## config.mk

```make
export PLATFORM = sky130hd
export DESIGN_NAME = ame_num_approx_mc
export DESIGN_NICKNAME = d
export VERILOG_FILES = /design/src/rtl/ame_num_approx_pkg.sv /design/src/rtl/ame_num_approx_lane.sv /design/src/rtl/ame_num_approx_mc.sv
export SDC_FILE = /design/constraint.sdc
export NUM_CORES = 2
export LEC_CHECK = 0
export BUFFER_PORTS_ARGS = -buffer_cell sky130_fd_sc_hd__buf_2
export CAP_MARGIN = 10
export CORE_ASPECT_RATIO = 0.8
export CORE_MARGIN = 4
export CORE_UTILIZATION = 48
export CTS_BUF_LIST = sky130_fd_sc_hd__clkbuf_16
export DETAILED_ROUTE_END_ITERATION = 10
export PLACE_DENSITY = 0.67
export SYNTH_ARGS = -nofsm -noshare
export SYNTH_HDL_FRONTEND = slang
export SYNTH_HIERARCHICAL = 1
export SYNTH_SLANG_ARGS = --single-unit
```

## constraint.sdc

```tcl
create_clock -name clk_i -period 4.97 [get_ports clk_i]
set_input_delay 0.994 -clock clk_i [delete_from_list [all_inputs] [get_ports clk_i]]
set_output_delay 0.994 -clock clk_i [all_outputs]
set_load 0.02 [all_outputs]
```

## src/rtl/ame_num_approx_pkg.sv

```systemverilog
// ---------------------------------------------------------------------------
// ame_num_approx_pkg
// Shared types and helpers for the multi-channel magnitude-exponent
// approximator.
//   ame_approx_mode_t : floor or round-to-nearest exponent selection
//   exp_width(W)      : exponent width for a W-bit lane, one extra bit so a
//                       rounded-up exponent of W still fits
// ---------------------------------------------------------------------------
package ame_num_approx_pkg;

  typedef enum logic {
    AME_APPROX_FLOOR   = 1'b0,
    AME_APPROX_NEAREST = 1'b1
  } ame_approx_mode_t;

  function automatic int exp_width(input int w);
    return $clog2(w) + 1;
  endfunction

endpackage

```

## src/rtl/ame_num_approx_lane.sv

```systemverilog
// ---------------------------------------------------------------------------
// ame_num_approx_lane
// One lane of the approximator: a 3-stage datapath that turns a W-bit input
// into the position of the leading one of its magnitude, optionally rounded
// up using the bit just below it.
//   i_clk, i_rst    : clock, asynchronous active-high reset
//   i_en            : global pipeline advance enable
//   i_stageValid[0] : beat accepted into stage 1 this cycle
//   i_stageValid[1] : stage 1 holds a valid beat (moves into stage 2)
//   i_stageValid[2] : stage 2 holds a valid beat (moves into stage 3)
//   i_mode          : floor / nearest, travels with the beat
//   i_data          : lane input word
//   o_exp           : exponent (zero-extended to EW bits)
//   o_zero          : magnitude was zero
//   o_sign          : input was negative
// ---------------------------------------------------------------------------
module ame_num_approx_lane
  import ame_num_approx_pkg::*;
#(
  parameter int W         = 64,
  parameter bit SIGNED_IN = 1'b1,
  parameter int EW        = exp_width(W)
) (
  input  logic             i_clk,
  input  logic             i_rst,
  input  logic             i_en,
  input  logic [2:0]       i_stageValid,
  input  ame_approx_mode_t i_mode,
  input  logic [W-1:0]     i_data,
  output logic [EW-1:0]    o_exp,
  output logic             o_zero,
  output logic             o_sign
);

  logic             w_neg;
  logic [W-1:0]     w_mag;
  logic [W-1:0]     r_mag1;
  logic             r_sign1;
  ame_approx_mode_t r_mode1;

  logic [W-1:0]     w_oneHot;
  logic             w_guard;
  logic [W-1:0]     r_oneHot2;
  logic             r_guard2;
  logic             r_sign2;
  ame_approx_mode_t r_mode2;

  logic [EW-1:0]    w_pos;
  logic             w_inc;
  logic [EW-1:0]    r_pos3;
  logic             r_inc3;
  logic             r_zero3;
  logic             r_sign3;

  // The most negative input negates to itself, which read as unsigned is
  // exactly 2^(W-1), so no special case is needed.
  assign w_neg = SIGNED_IN && i_data[W-1];
  assign w_mag = w_neg ? -i_data : i_data;

  // Stage 1: magnitude, sign and mode
  always_ff @(posedge i_clk or posedge i_rst) begin
    if (i_rst) begin
      r_mag1  <= '0;
      r_sign1 <= 1'b0;
      r_mode1 <= AME_APPROX_FLOOR;
    end else if (i_en && i_stageValid[0]) begin
      r_mag1  <= w_mag;
      r_sign1 <= w_neg;
      r_mode1 <= i_mode;
    end
  end

  // Keep only the highest set bit, scanning down from the MSB
  always_comb begin : leadOne
    logic found;
    found    = 1'b0;
    w_oneHot = '0;
    for (int i = W - 1; i >= 0; i--) begin
      w_oneHot[i] = r_mag1[i] & ~found;
      found       = found | r_mag1[i];
    end
  end

  // Shifting the one-hot down one place selects the bit below the leading
  // one; a leading one at bit 0 (or no one at all) yields a zero guard.
  assign w_guard = |((w_oneHot >> 1) & r_mag1);

  // Stage 2: one-hot leading-one vector and guard bit
  always_ff @(posedge i_clk or posedge i_rst) begin
    if (i_rst) begin
      r_oneHot2 <= '0;
      r_guard2  <= 1'b0;
      r_sign2   <= 1'b0;
      r_mode2   <= AME_APPROX_FLOOR;
    end else if (i_en && i_stageValid[1]) begin
      r_oneHot2 <= w_oneHot;
      r_guard2  <= w_guard;
      r_sign2   <= r_sign1;
      r_mode2   <= r_mode1;
    end
  end

  // One-hot to binary: OR together the indices of set bits (at most one)
  always_comb begin
    w_pos = '0;
    for (int i = 0; i < W; i++) begin
      if (r_oneHot2[i]) begin
        w_pos = w_pos | EW'(i);
      end
    end
  end

  assign w_inc = (r_mode2 == AME_APPROX_NEAREST) && r_guard2;

  // Stage 3: encoded position, round increment, zero flag
  always_ff @(posedge i_clk or posedge i_rst) begin
    if (i_rst) begin
      r_pos3  <= '0;
      r_inc3  <= 1'b0;
      r_zero3 <= 1'b0;
      r_sign3 <= 1'b0;
    end else if (i_en && i_stageValid[2]) begin
      r_pos3  <= w_pos;
      r_inc3  <= w_inc;
      r_zero3 <= ~|r_oneHot2;
      r_sign3 <= r_sign2;
    end
  end

  // EW has one spare bit, so the increment never overflows
  assign o_exp  = r_pos3 + EW'(r_inc3);
  assign o_zero = r_zero3;
  assign o_sign = r_sign3;

endmodule

```

## src/rtl/ame_num_approx_mc.sv

```systemverilog
// ---------------------------------------------------------------------------
// ame_num_approx_mc
// Multi-channel pipelined magnitude-exponent approximator. COMP_CHANNELS lanes
// run in lockstep behind one valid/ready handshake with full backpressure and
// a fixed 3-cycle latency.
//   clk_i, rst_i  : clock, asynchronous active-high reset
//   comp_valid_i  : input beat valid
//   comp_ready_o  : input beat accepted when high with comp_valid_i
//   comp_mode_i   : 0 = floor, 1 = round-to-nearest, sampled with the beat
//   comp_data_i   : lane k at [k*W +: W]
//   comp_valid_o  : output beat valid
//   comp_ready_i  : downstream accepts the output beat
//   comp_data_o   : lane k exponent at [k*EW +: EW]
//   comp_zero_o   : per-lane zero-magnitude flag
//   comp_sign_o   : per-lane negative-input flag
// ---------------------------------------------------------------------------
module ame_num_approx_mc
  import ame_num_approx_pkg::*;
#(
  parameter int COMP_DATA_BITS = 64,
  parameter int COMP_CHANNELS  = 4,
  parameter int COMP_SIGNED    = 1
) (
  input  logic                                                 clk_i,
  input  logic                                                 rst_i,
  input  logic                                                 comp_valid_i,
  output logic                                                 comp_ready_o,
  input  logic                                                 comp_mode_i,
  input  logic [COMP_CHANNELS*COMP_DATA_BITS-1:0]              comp_data_i,
  output logic                                                 comp_valid_o,
  input  logic                                                 comp_ready_i,
  output logic [COMP_CHANNELS*exp_width(COMP_DATA_BITS)-1:0]   comp_data_o,
  output logic [COMP_CHANNELS-1:0]                             comp_zero_o,
  output logic [COMP_CHANNELS-1:0]                             comp_sign_o
);

  localparam int W  = COMP_DATA_BITS;
  localparam int EW = exp_width(COMP_DATA_BITS);

  logic             r_rstDone;
  logic             r_valid1;
  logic             r_valid2;
  logic             r_valid3;
  logic             w_en;
  logic             w_accept;
  ame_approx_mode_t w_mode;

  // The whole pipeline advances together unless the output is stalled
  assign w_en         = !r_valid3 || comp_ready_i;
  assign comp_ready_o = w_en && r_rstDone;
  assign w_accept     = comp_valid_i && comp_ready_o;
  assign w_mode       = ame_approx_mode_t'(comp_mode_i);
  assign comp_valid_o = r_valid3;

  // r_rstDone keeps ready low for the first cycle after reset release;
  // the valid chain shifts only on the global enable.
  always_ff @(posedge clk_i or posedge rst_i) begin
    if (rst_i) begin
      r_rstDone <= 1'b0;
      r_valid1  <= 1'b0;
      r_valid2  <= 1'b0;
      r_valid3  <= 1'b0;
    end else begin
      r_rstDone <= 1'b1;
      if (w_en) begin
        r_valid1 <= w_accept;
        r_valid2 <= r_valid1;
        r_valid3 <= r_valid2;
      end
    end
  end

  for (genvar k = 0; k < COMP_CHANNELS; k++) begin : g_lane
    ame_num_approx_lane #(
      .W         (W),
      .SIGNED_IN (COMP_SIGNED != 0),
      .EW        (EW)
    ) u_lane (
      .i_clk        (clk_i),
      .i_rst        (rst_i),
      .i_en         (w_en),
      .i_stageValid ({r_valid2, r_valid1, w_accept}),
      .i_mode       (w_mode),
      .i_data       (comp_data_i[k*W +: W]),
      .o_exp        (comp_data_o[k*EW +: EW]),
      .o_zero       (comp_zero_o[k]),
      .o_sign       (comp_sign_o[k])
    );
  end

endmodule

```

# After elaboration in Yosys (flattened, before gate mapping)
# Index checks and enable logic that the tools add are counted.
[totals]
regBits = 570
input_bits = 261
output_inout_bits = 38
wordCells = 1085
[op_classes]
addsub = 8
mux = 256
bitwise = 756
n_reduce_logical = 23
[op_table]
columns = ["op", "count"]
rows = [
  ["$mux W6", 128],
  ["$reduce_or A64 Y1", 8],
  ["$mux W5", 64],
  ["$and A63 B64 Y64", 4],
  ["$mux W64", 4],
  ["$neg A64 Y64", 4],
  ["$and A1 B1 Y1", 252],
  ["$not A1 Y1", 252],
  ["$or A1 B1 Y1", 248],
  ["$mux W4", 32],
  ["$mux W3", 16],
  ["$add A7 B1 Y7", 4],
  ["$mux W2", 8],
  ["$logic_and A1 B1 Y1", 9],
  ["$logic_not A1 Y1", 5],
  ["$mux W1", 4],
  ["$logic_or A1 B1 Y1", 1],
]

# Depth between registers and ports, before layout
[logic_depth]
word_depth = 65
ltp_mapped = 10
ltp_nobuf = 8

# By module
# Netlist, hierarchy kept.
[by_module_without_submodules]
columns = ["module", "instances", "cells_per_inst", "area_each_um2", "seq_area_each_um2"]
rows = [
  ["ame_num_approx_lane at g_lane[0].u_lane ...", 3, 890, 7913.8, 3553.4],
  ["ame_num_approx_lane at g_lane[3].u_lane", 1, 902, 7827.5, 3553.4],
  ["ame_num_approx_mc", 1, 15, 183.9, 100.1],
]

# Least setup slack after synthesis
# Ideal clock, no wire load.
[synth_timing]
path_type = "input-to-reg"
start = "input port comp_data_i[242]"
end = "register g_lane[3].u_lane.r_mag1[63]"
setup_ns = 0.076
arrival_time_ns = 3.348
required_ns = 4.894
path_slack_ns = 1.546
path_stages = 7
n_path_buf = 1
cell_sequence = "or4_1 > nand2b_4 > or4_1 > buf_2 > or4_4 > or4b_1 > o21ai_1"
[synth_via]
elab_chain_cells = 2
[synth_rtl]
columns = ["item", "line_no", "source"]
rows = [
  ["start: declaration", "ame_num_approx_mc.sv:29", "input logic [COMP_CHANNELS*COMP_DATA_BITS-1:0] comp_data_i,"],
  ["$neg A64 Y64", "ame_num_approx_lane.sv:58", "assign w_mag = w_neg ? -i_data : i_data;"],
  ["$mux W64", "ame_num_approx_lane.sv:58", ""],
  ["end signal: assignment", "ame_num_approx_lane.sv:67", "r_mag1 <= w_mag;"],
  ["end: declaration", "ame_num_approx_lane.sv:37", "logic [W-1:0] r_mag1;"],
]
# Every way passes these cells.
# A chain may end at the register's enable or synchronous reset.

# Final worst setup path
[layout_timing]
start = "input port comp_data_i[158]"
end = "register g_lane[2].u_lane.r_mag1[63]"
[layout_via]
elab_chain_cells = 2
[layout_rtl]
columns = ["item", "line_no"]
rows = [
  ["$neg A64 Y64", "ame_num_approx_lane.sv:58"],
  ["$mux W64", "ame_num_approx_lane.sv:58"],
  ["end signal: assignment", "ame_num_approx_lane.sv:67"],
  ["end: declaration", "ame_num_approx_lane.sv:37"],
]
# Every way passes these cells.

==> impl_metrics.prom <==
# TYPE chip_impl_metric gauge
chip_impl_info{name="timing.critical_path.from_type",value="primary input"} 1
chip_impl_metric{name="post-route-period-util",unit="%"} 70.69
chip_impl_metric{name="skew",unit="ps"} 16.33
chip_impl_metric{name="intPower",unit="W"} 0.009459
chip_impl_metric{name="drive_above_1_share",unit="%"} 12.42
chip_impl_metric{name="met1_length",unit="microns"} 47090
chip_impl_metric{name="firstDrtPassIters",unit=""} 6
chip_impl_metric{name="number_of_buffers_added_by_the_clock_tree_synthesis_step",unit=""} 59
chip_impl_metric{name="grt_pass1_wl",unit="microns"} 151500
chip_impl_info{name="post_synth_main_area_contributors",value="dfrtp_1, nand2_1, o21ai_0"} 1
chip_impl_metric{name="ys_seq_elements",unit=""} 572
chip_impl_metric{name="power.share.sequential",unit="%"} 46.4
chip_impl_metric{name="cts_hold_buf",unit=""} 0
chip_impl_metric{name="power.static_leakage",unit="nW"} 15.65
chip_impl_metric{name="rows",unit=""} 84
chip_impl_metric{name="ys.warnings.count",unit=""} 6
chip_impl_metric{name="max_freq",unit="MHz"} 284.6
chip_impl_metric{name="preCtsSetupSlack",unit="ps"} 896.1
chip_impl_info{name="unrepaired_setup_endpoints_after_global_routing",value="no"} 1
chip_impl_metric{name="cts.clk_slew.worst_paths",unit="ps"} 60
chip_impl_metric{name="drc",unit=""} 0
chip_impl_metric{name="numClockSinks",unit=""} 572
chip_impl_metric{name="route.final.wire_length",unit="microns"} 95560
chip_impl_metric{name="port_buffers",unit=""} 298
chip_impl_metric{name="clock_tree.htree_level_count",unit=""} 2
chip_impl_metric{name="power.share.switching",unit="%"} 37.60
chip_impl_metric{name="p_clk_share",unit="%"} 29.0
chip_impl_metric{name="vdd_ir_drop_max",unit="mV"} 0.2457
chip_impl_metric{name="numPlacedInstances",unit=""} 4592
chip_impl_metric{name="detailed_place.area",unit="sq um"} 33890
chip_impl_metric{name="synthesis.instances",unit=""} 3587
chip_impl_metric{name="grt-ovfl-total",unit=""} 0
chip_impl_metric{name="timing_hold_violations_final",unit=""} 0
chip_impl_metric{name="num-nets-final",unit=""} 4066
chip_impl_metric{name="postCtsSetupRepairBufs",unit=""} 0
chip_impl_metric{name="detailedRoute.firstIterationViolations",unit=""} 2790
chip_impl_metric{name="dr_wl_met2",unit="microns"} 39530
chip_impl_metric{name="initial_standard_cell_utilization_of_the_core",unit="%"} 48.42
chip_impl_info{name="worst_setup_path_end_kind",value="register"} 1
chip_impl_metric{name="die_width",unit="microns"} 295.6
chip_impl_metric{name="first_global_vias",unit=""} 26090
chip_impl_metric{name="postSynth.asyncResetShare",unit="%"} 100.0
chip_impl_info{name="top_layer",value="met4"} 1
chip_impl_metric{name="final_period_minus_worst_setup_slack",unit="ps"} 3513
chip_impl_metric{name="drv.max_cap_violation_count",unit=""} 0
chip_impl_info{name="synth_area_leader_cell",value="dfrtp_1"} 1
chip_impl_metric{name="clock_insertion_delay_worst_skew",unit="ps"} 620
chip_impl_metric{name="crit_fanout",unit=""} 14
chip_impl_metric{name="power.combinational.fraction",unit="%"} 24.6
chip_impl_metric{name="total_negative_slack_for_setup_checks",unit="ps"} 0
chip_impl_metric{name="synth_nets",unit=""} 3860
chip_impl_metric{name="timing.slew.headroom",unit="%"} 24.44
chip_impl_info{name="layout.cells.most_common_list",value="nand2_1, dfrtp_1, o21ai_0, buf_2, xor2_1"} 1
chip_impl_info{name="synth_flop_cell",value="dfrtp_1"} 1
chip_impl_metric{name="track_usage",unit="%"} 26.64
chip_impl_metric{name="final_max_slew_viol_count",unit=""} 0
chip_impl_metric{name="die-height",unit="microns"} 238.0
chip_impl_metric{name="critical_path_at",unit="ps"} 4060
chip_impl_metric{name="antenna_found_initial",unit=""} 2
chip_impl_metric{name="layout_setup_ws",unit="ps"} 1457
chip_impl_metric{name="core_area",unit="sq um"} 65580
chip_impl_info{name="most_common_cell_after_layout_fill_and_taps_aside",value="nand2_1"} 1
chip_impl_metric{name="finalWeightedCongestion",unit=""} 0.9052
chip_impl_info{name="worstSetupPathType",value="in2reg"} 1
chip_impl_metric{name="route.antenna.remaining_nets",unit=""} 0
chip_impl_metric{name="syn-cell-area",unit="sq um"} 31750
chip_impl_metric{name="average_cell_area_after_synthesis",unit="sq um"} 8.852
chip_impl_info{name="cts_tree",value="yes"} 1
chip_impl_metric{name="power_per_cell_area",unit="nW/um^2"} 423.7
chip_impl_metric{name="hold_ws",unit="ps"} 451.7
chip_impl_metric{name="post_layout_nonfiller_instances",unit=""} 4702
chip_impl_metric{name="synth_seq_area_share",unit="%"} 45.08
chip_impl_metric{name="vias",unit=""} 28570
chip_impl_metric{name="area_growth",unit="%"} 12.69
chip_impl_metric{name="dr_wl_met3",unit="microns"} 7103
chip_impl_metric{name="worstMarginPinSlew",unit="ps"} 1133
chip_impl_metric{name="design_area",unit="sq um"} 35780
chip_impl_metric{name="floorplan.io_pins",unit=""} 299
chip_impl_metric{name="netSwitchingPower",unit="W"} 0.005700
chip_impl_metric{name="synth-edff-count",unit=""} 0
chip_impl_metric{name="cts-root-to-sink-buffers",unit=""} 3
chip_impl_info{name="status",value="completed"} 1
chip_impl_metric{name="grt_max_degree",unit=""} 131
chip_impl_metric{name="dp_hpwl",unit="microns"} 71140
chip_impl_metric{name="post-synth-top-area-fraction",unit="%"} 45.08
chip_impl_info{name="clock-root-buffer",value="clkbuf_16"} 1
chip_impl_info{name="min-delay-path-class",value="reg2reg"} 1
chip_impl_metric{name="detail_route.wl_per_cell",unit="microns"} 20.32
chip_impl_metric{name="number_of_distinct_library_cell_variants_in_the_gate_level_netlist_after_synthesis",unit=""} 76
chip_impl_metric{name="final-setup-viol-count",unit=""} 0
chip_impl_metric{name="critical_path_rt",unit="ps"} 5510
chip_impl_metric{name="cts_resized",unit=""} 0
chip_impl_metric{name="die-area",unit="sq um"} 70360
chip_impl_metric{name="n_antenna_cell",unit=""} 0
chip_impl_metric{name="detail_route.vias_per_cell",unit=""} 6.076
-- cell type report --
cell class	count	area (sq um)
Timing Repair Buffer	329	1737
Fill cell	6152	29800
Sequential cell	572	14310
Multi-Input combinational cell	2738	16400
Clock buffer	60	1501
Clock inverter	50	389.1
Inverter	93	369.1
Tap cell	860	1076
-- routing by layer --
metal | vias up | GRT usage, %
li1 | 13590 | -
met1 | 13820 | 43.21
met2 | 1026 | 37.38
met3 | 128 | 4.039
met4 | 0 | 5.696
met5 | - | 0
-- flip-flops by register name, summed over array words and instances (netlist names) --
register	count
g_lane.u_lane/r_mag1	256
g_lane.u_lane/r_oneHot2	256
g_lane.u_lane/r_pos3	24
g_lane.u_lane/o_sign	4
g_lane.u_lane/o_zero	4
g_lane.u_lane/r_guard2	4
g_lane.u_lane/r_inc3	4
g_lane.u_lane/r_mode1	4
g_lane.u_lane/r_mode2	4
g_lane.u_lane/r_sign1	4
g_lane.u_lane/r_sign2	4
comp_valid_o	1
r_rstDone	1
r_valid1	1
r_valid2	1
-- final timing paths --
path | endpoint | slack (ps) | start | depth (start not counted)
max | g_lane[2].u_lane/r_mag1[63] | 1460 | comp_data_i[158] | 7
min | g_lane[3].u_lane/r_sign2 | 450 | g_lane[3].u_lane/r_sign1 | 2
max reg2reg | g_lane[3].u_lane/r_oneHot2[11] | 1520 | g_lane[3].u_lane/r_mag1[42] | 7
min reg2reg | g_lane[3].u_lane/r_sign2 | 450 | g_lane[3].u_lane/r_sign1 | 2
max in group asynchronous | g_lane[2].u_lane/r_mag1[13] | 3310 | rst_i | 3
min in group asynchronous | comp_valid_o | 460 | rst_i | 2
-- through the flow --
step,util [%],power (W)
after floorplan,-,0.009218
after global placement,51.68,0.01068
after detailed placement,51.68,0.01076
after CTS,54.56,0.01519
after global routing,54.56,0.01609
final,54.56,0.01516
-- cells by family (layout without fill, tap and decap cells) --
family / count (synthesis) / after routing / share of synthesized area, %
AND/OR/NAND/NOR: 1576 / 1576 / 25.26
AO/OA/AOI/OAI: 872 / 872 / 18.01
flip-flops: 572 / 572 / 45.08
buffers and inverters: 277 / 532 / 3.412
XOR/XNOR: 260 / 260 / 7.172
multiplexers: 17 / 17 / 0.5832
adder cells (fa/ha/maj): 12 / 12 / 0.4728
other: 1 / 1 / 0.01181
-- synthesized netlist by cell type, types with 7 or more instances --
cell and number:
o31ai_1 103, mux2i_1 8, and2_1 21, dfrtp_1 572, xor2_1 238, nand2b_1 25
nand4b_1 25, or2_2 11, a32o_1 51, or4_1 91, buf_2 11, a21oi_1 34
ha_1 12, buf_1 18, nand3b_1 30, xnor2_1 22, nor3_1 103, o21ai_0 438
or3_1 56, inv_1 93, nand4_1 48, a22o_1 47, and4_1 8, o21ai_1 7
nand2_1 672, nor4_1 144, mux2_2 8, nor2_1 162, and3_1 16, clkbuf_1 151
nor2b_1 34, nor4_2 7, nand3_1 83, o211ai_1 9, o22ai_1 8, o41ai_1 96
-- critical path, cell delays in order --
cell and delay, ps:
buf_2 110, or4_1 730, nor3_1 460, nand4b_1 610, or3_1 530, or4b_1 500
o21ai_1 120
-- power by group through the flow --
stage / Clock, W / Sequential (W) / Combinational (W)
final: 0.00440 / 0.00704 / 0.00372
after global routing: 0.00468 / 0.00719 / 0.00421
after CTS: 0.00449 / 0.00699 / 0.00371
after detailed placement: 0 / 0.00707 / 0.00369
after global placement: 0 / 0.00705 / 0.00363
after floorplan: 0 / 0.00647 / 0.00275
Note: power is estimated with default switching activity, not from simulation.
